==> src/rtl/llki_reg_arbiter.sv <==
// llki_reg_arbiter: round-robin share of one register target
// capture -> issue -> wait-for-ack -> respond, with ack watchdog
module llki_reg_arbiter #(
    parameter int NumReq        = 2,
    parameter int RegAw         = 8,
    parameter int RegDw         = 32,
    parameter int TimeoutCycles = 255,
    localparam int RegBw        = RegDw / 8
) (
    input  logic                      clk_i,
    input  logic                      rst_i,
    input  logic [NumReq-1:0]         req_re_i,
    input  logic [NumReq-1:0]         req_we_i,
    input  logic [NumReq*RegAw-1:0]   req_addr_i,
    input  logic [NumReq*RegDw-1:0]   req_wdata_i,
    input  logic [NumReq*RegBw-1:0]   req_be_i,
    output logic [NumReq-1:0]         req_gnt_o,
    output logic [NumReq-1:0]         req_ack_o,
    output logic [RegDw-1:0]          req_rdata_o,
    output logic                      req_error_o,
    output logic                      re_o,
    output logic                      we_o,
    output logic [RegAw-1:0]          addr_o,
    output logic [RegDw-1:0]          wdata_o,
    output logic [RegBw-1:0]          be_o,
    input  logic [RegDw-1:0]          rdata_i,
    input  logic                      ack_i,
    input  logic                      error_i,
    output logic                      busy_o
);

    localparam int IdxW = (NumReq > 1) ? $clog2(NumReq) : 1;
    localparam int CntW = (TimeoutCycles > 0) ? $clog2(TimeoutCycles + 1) : 1;
    localparam logic [CntW-1:0] CntMax  = CntW'(TimeoutCycles);
    localparam logic [CntW-1:0] CntLast =
        (TimeoutCycles > 0) ? CntW'(TimeoutCycles - 1) : '0;
    localparam logic [IdxW-1:0] IdxLast = IdxW'(NumReq - 1);

    typedef enum logic [1:0] {IDLE, ISSUE, WAIT, RESP} state_e;
    typedef enum logic [1:0] {OP_RD, OP_WR, OP_ILL} op_e;

    state_e            state_q, state_d;
    op_e               op_q;
    logic [IdxW-1:0]   ptr_q;
    logic [IdxW-1:0]   idx_q;
    logic [IdxW-1:0]   win_idx;
    logic              win_valid;
    logic              win_both;
    logic [NumReq-1:0] pending;
    logic [RegAw-1:0]  addr_q;
    logic [RegDw-1:0]  wdata_q;
    logic [RegBw-1:0]  be_q;
    logic [RegDw-1:0]  rdata_q;
    logic              err_q;
    logic [CntW-1:0]   cnt_q;
    logic              cap_cmd;
    logic              cap_rsp;
    logic              set_err;
    logic              cnt_clr;
    logic              cnt_inc;
    logic              adv_ptr;
    logic              timeout_hit;

    assign pending     = req_re_i | req_we_i;
    assign win_both    = req_re_i[win_idx] & req_we_i[win_idx];
    assign timeout_hit = (TimeoutCycles != 0) && (cnt_q == CntLast);

    // First pending requester scanning upward from the priority pointer
    always_comb begin
        int j;
        j         = 0;
        win_valid = 1'b0;
        win_idx   = '0;
        for (int k = 0; k < NumReq; k++) begin
            j = int'(ptr_q) + k;
            if (j >= NumReq) j = j - NumReq;
            if (!win_valid && pending[j]) begin
                win_valid = 1'b1;
                win_idx   = IdxW'(j);
            end
        end
    end

    // State register
    always_ff @(posedge clk_i or posedge rst_i) begin
        if (rst_i) state_q <= IDLE;
        else       state_q <= state_d;
    end

    // Next state and datapath strobes
    always_comb begin
        state_d = state_q;
        cap_cmd = 1'b0;
        cap_rsp = 1'b0;
        set_err = 1'b0;
        cnt_clr = 1'b0;
        cnt_inc = 1'b0;
        adv_ptr = 1'b0;
        unique case (state_q)
            IDLE: begin
                if (win_valid) begin
                    cap_cmd = 1'b1;
                    state_d = win_both ? RESP : ISSUE;
                end
            end
            ISSUE: begin
                cnt_clr = 1'b1;
                if (ack_i) begin
                    cap_rsp = 1'b1;
                    state_d = RESP;
                end else begin
                    state_d = WAIT;
                end
            end
            WAIT: begin
                if (ack_i) begin
                    cap_rsp = 1'b1;
                    state_d = RESP;
                end else begin
                    cnt_inc = 1'b1;
                    if (timeout_hit) begin
                        set_err = 1'b1;
                        state_d = RESP;
                    end
                end
            end
            RESP: begin
                adv_ptr = 1'b1;
                state_d = IDLE;
            end
            default: state_d = IDLE;
        endcase
    end

    // Holding registers, watchdog counter and priority pointer
    always_ff @(posedge clk_i or posedge rst_i) begin
        if (rst_i) begin
            op_q    <= OP_RD;
            idx_q   <= '0;
            ptr_q   <= '0;
            addr_q  <= '0;
            wdata_q <= '0;
            be_q    <= '0;
            rdata_q <= '0;
            err_q   <= 1'b0;
            cnt_q   <= '0;
        end else begin
            if (cap_cmd) begin
                idx_q   <= win_idx;
                addr_q  <= req_addr_i[int'(win_idx)*RegAw +: RegAw];
                wdata_q <= req_wdata_i[int'(win_idx)*RegDw +: RegDw];
                be_q    <= req_be_i[int'(win_idx)*RegBw +: RegBw];
                rdata_q <= '0;
                err_q   <= win_both;
                if (win_both)               op_q <= OP_ILL;
                else if (req_re_i[win_idx]) op_q <= OP_RD;
                else                        op_q <= OP_WR;
            end
            if (cap_rsp) begin
                rdata_q <= (op_q == OP_RD) ? rdata_i : '0;
                err_q   <= error_i;
            end
            if (set_err) begin
                rdata_q <= '0;
                err_q   <= 1'b1;
            end
            if (cnt_clr) begin
                cnt_q <= '0;
            end else if (cnt_inc && cnt_q != CntMax) begin
                cnt_q <= cnt_q + 1'b1;
            end
            if (adv_ptr) begin
                ptr_q <= (idx_q == IdxLast) ? '0 : idx_q + 1'b1;
            end
        end
    end

    assign req_gnt_o = (state_q == IDLE && win_valid && !rst_i) ?
                       (NumReq'(1) << win_idx) : '0;
    assign req_ack_o   = (state_q == RESP) ? (NumReq'(1) << idx_q) : '0;
    assign req_rdata_o = (state_q == RESP) ? rdata_q : '0;
    assign req_error_o = (state_q == RESP) ? err_q : 1'b0;
    assign re_o        = (state_q == ISSUE) && (op_q == OP_RD);
    assign we_o        = (state_q == ISSUE) && (op_q == OP_WR);
    assign addr_o      = addr_q;
    assign wdata_o     = wdata_q;
    assign be_o        = be_q;
    assign busy_o      = (state_q != IDLE);

endmodule
==> config.mk <==
export PLATFORM = sky130hd
export DESIGN_NAME = llki_reg_arbiter
export DESIGN_NICKNAME = d
export VERILOG_FILES = /design/src/rtl/llki_reg_arbiter.sv
export SDC_FILE = /design/constraint.sdc
export NUM_CORES = 1
export LEC_CHECK = 0
export BUFFER_PORTS_ARGS = -buffer_cell sky130_fd_sc_hd__buf_2
export CELL_PAD_IN_SITES_DETAIL_PLACEMENT = 0
export CELL_PAD_IN_SITES_GLOBAL_PLACEMENT = 2
export CORE_MARGIN = 8
export CORE_UTILIZATION = 24
export DETAILED_ROUTE_END_ITERATION = 16
export PLACE_DENSITY_LB_ADDON = 0.3
export SYNTH_ARGS = -nofsm -noshare
export SYNTH_HDL_FRONTEND = slang
export SYNTH_SLANG_ARGS = --single-unit
==> constraint.sdc <==
create_clock -name clk_i -period 3.8 [get_ports clk_i]
set_input_delay 0.76 -clock clk_i [delete_from_list [all_inputs] [get_ports clk_i]]
set_output_delay 0.76 -clock clk_i [all_outputs]
set_load 0.03 [all_outputs]
==> reports/qor.txt <==
vias in the first global route = 3858
Die Ht = 150 um
count leader, synth = dfrtp_1
share of post-route cells with drive strength above 1 = 0.390
Sw Share = 0.453
Critical Path Max Stage Delay = 0.78 ns
Finished Layout Cells = 842
relative slew slack = 0.386
Inst Count DP = 826
Synth Register Bits = 91
period utilization = 0.740
initial antenna violation count = 3
Yosys cell types = 38
routed length per instance = 15.7 um
die width = 150 um
global placer's final weighted congestion = 0.747
vias per inst = 4.39
combinational power share = 0.478
Clock Skew = 0.00779 ns
Skew-Pair Late Insertion Delay = 0.34 ns
Crit. End Element = primary output
synth warn = 0
Setup Viol. Count Final = 0
WHS = 0.476 ns
adder-cell area share of the yosys netlist = 0.0203
post-route antenna net violation count = 0
Placement Setup Slack = 0.927 ns
RSZ-0062 raised after global routing = false
Worst Path Arrival = 2.05 ns
hold-fix buffers at CTS = 0
crit path cell chain = ha_1 > inv_1 > nor2_1 > buf_2
PwrDens = 827 mW/mm^2
initial core utilization = 0.242
total gr overflow = 0
Avg Inst Size Synth = 10.6 sq um
fin crit period = 2.81 ns
worst-path fanout max = 35
largest net degree at the start of global routing = 68
Worst Setup Start Kind = flop
Crit Path Class = reg2out
Cell Rows = 49
P_sw = 0.00220 W
Seq/Total Area, Yosys = 0.529
Area Growth Syn to Fin = 36.1%
Detailed Place HPWL = 10.4 mm
first drt pass iteration count = 4
DRC violation count after routing = 0
clock sink count = 91
max-cap violations = 0
complex-gate fraction of the synthesized area = 0.162
Slowest-stage cell, CP = ha_1
HP Class = reg2reg
Num CTS Buffers = 9
Post-Synth Simple-Gate Area = 0.137
vias = 3693
Reg clk slew, reported paths = 0.07 ns
PortBufs = 211
Root Buffer = clkbuf_16
synth cell count leaders = 91 x dfrtp_1, 54 x o21ai_0, 52 x nand2_1
peak supply drop = 0.271 mV
fmax = 0.356 GHz
Post-Route WL = 13.2 mm
Yosys top cell area share = 0.529
Core ar. = 0.0178 sq mm
most used flip-flop cell after synthesis = dfrtp_1
syn_nets = 540
post-synthesis cell count = 405
Post-synth EDFFs = 0
final net count = 743
slack of the critical path = 0.989 ns
die area = 0.0225 sq mm
Lkg Pwr = 3.14 nW
delay-heaviest family, CP = adder cells
Fill cells = 1868
post-CTS setup buffers = 0
CP required = 3.04 ns
xor/xnor share of the synthesized area = 0.00813
Bufs and invs on worst path = 2
Resized cells post-CTS = 0
drt initial violations = 154
Mapped Area = 0.00431 sq mm
total track usage = 0.117
Longest Clk Path Bufs = 2
status = completed
worst-margin pin slew = 0.921 ns
leading area contributor after synthesis = dfrtp_1
Clk pwr share = 0.178
first-pass GRT wire length = 20.5 mm
post-synthesis mux area share = 0.105
Antenna Cells = 0
H-Tree Depth = 3
CTS tree = yes
I/O Pins = 212
power share of the sequential group = 0.344
total design power = 0.00485 W
Pint = 0.00265 W
max-slew violation count = 0
Sum Neg Setup Slack = 0 ns
async set-reset flop share out of synthesis = 1.00
largest family of logic cells by synthesized area = compound AO/OA/AOI/OAI gates
cells taking the most area after synthesis = dfrtp_1 53%, mux2i_1 10%, a22o_1 6.5%
Fin. Hold Viols = 0
==> cell type report <==
class | count | area (sq um) | share of cell area
clock inverter | 7 | 60.1 | 0.0102
timing repair buffer | 217 | 1100 | 0.188
sequential | 91 | 2280 | 0.388
multi-input combinational | 280 | 1880 | 0.320
tap | 229 | 287 | 0.0489
clock buffer | 9 | 225 | 0.0384
inverter | 9 | 37.5 | 0.00640
==> per-layer routing <==
metal,GRT usage,part of all wire,vias to the layer above,wire [um]
li1,-,-,1837,-
met1,0.139,0.42,1671,5600
met2,0.179,0.45,158,5940
met3,0.0529,0.11,21,1390
met4,0.0475,0.018,6,235
met5,0,0.0027,-,35
==> per-stage QoR <==
step	cell area, sq um	util
3_3_place_gp	5580	0.314
4_1_cts	5860	0.330
2_1_floorplan	4310	-
6_report	5860	0.330
5_1_grt	5860	0.330
3_5_place_dp	5580	0.314
==> layout by cell type (no fill, tap or decap), types with 2 or more instances in the layout <==
cell,instances
and3_1,3
ha_1,7
inv_8,2
o21ai_0,53
inv_1,8
nand3_1,5
o211ai_1,2
buf_2,211
xnor2_1,2
xor2_1,2
clkinvlp_4,3
inv_6,2
or3_1,2
nor2_1,10
buf_4,6
nand4_1,2
a31oi_1,2
nor3b_1,2
mux2i_1,45
a21oi_1,7
a22o_1,32
clkbuf_16,9
dfrtp_1,91
and2_1,35
nand2_1,52
==> path summary, 6_finish.rpt <==
kind | startpoint | end | slack [ns] | cells past startpoint
max | state_q[1] | req_ack_o[0] | 0.99 | 4
min | wdata_o[9] | wdata_o[9] | 0.48 | 2
max reg2reg | state_q[0] | rdata_q[2] | 1.43 | 7
min reg2reg | wdata_o[9] | wdata_o[9] | 0.48 | 2
max in group asynchronous | rst_i | wdata_o[12] | 2.06 | 3
min in group asynchronous | rst_i | wdata_o[5] | 0.49 | 2
==> worst register-to-register path: stages, from the launching register on <==
cell and delay (ns):
dfrtp_1 0.40, inv_1 0.15, ha_1 0.19, nor2b_1 0.27, nor3b_1 0.51, nor2_2 0.25
buf_4 0.27, a22o_1 0.21
==> cell families after synthesis <==
logic type / count (synthesis)
AO/OA/AOI/OAI: 105
XOR/XNOR: 4
adder cells (fa/ha/maj): 7
buffers and inverters: 34
flip-flops: 91
multiplexers: 45
AND/OR/NAND/NOR: 119
==> registers in the layout, indices dropped and copies added, names as in the netlist <==
signal	flops
be_o	4
ptr_q	1
state_q	2
idx_q	1
err_q	1
wdata_o	32
addr_o	8
op_q	2
rdata_q	32
cnt_q	8
==> power groups by stage <==
stage / combinational, W / clock, W / sequential (W)
after global placement: 0.00233 / 0 / 0.00169
after global routing: 0.00256 / 0.000950 / 0.00173
final: 0.00232 / 0.000863 / 0.00167
after detailed placement: 0.00239 / 0 / 0.00167
after CTS: 0.00238 / 0.000911 / 0.00167
after floorplan: 0.00129 / 0 / 0.00207
No activity file was read; power rests on OpenSTA's default activity.
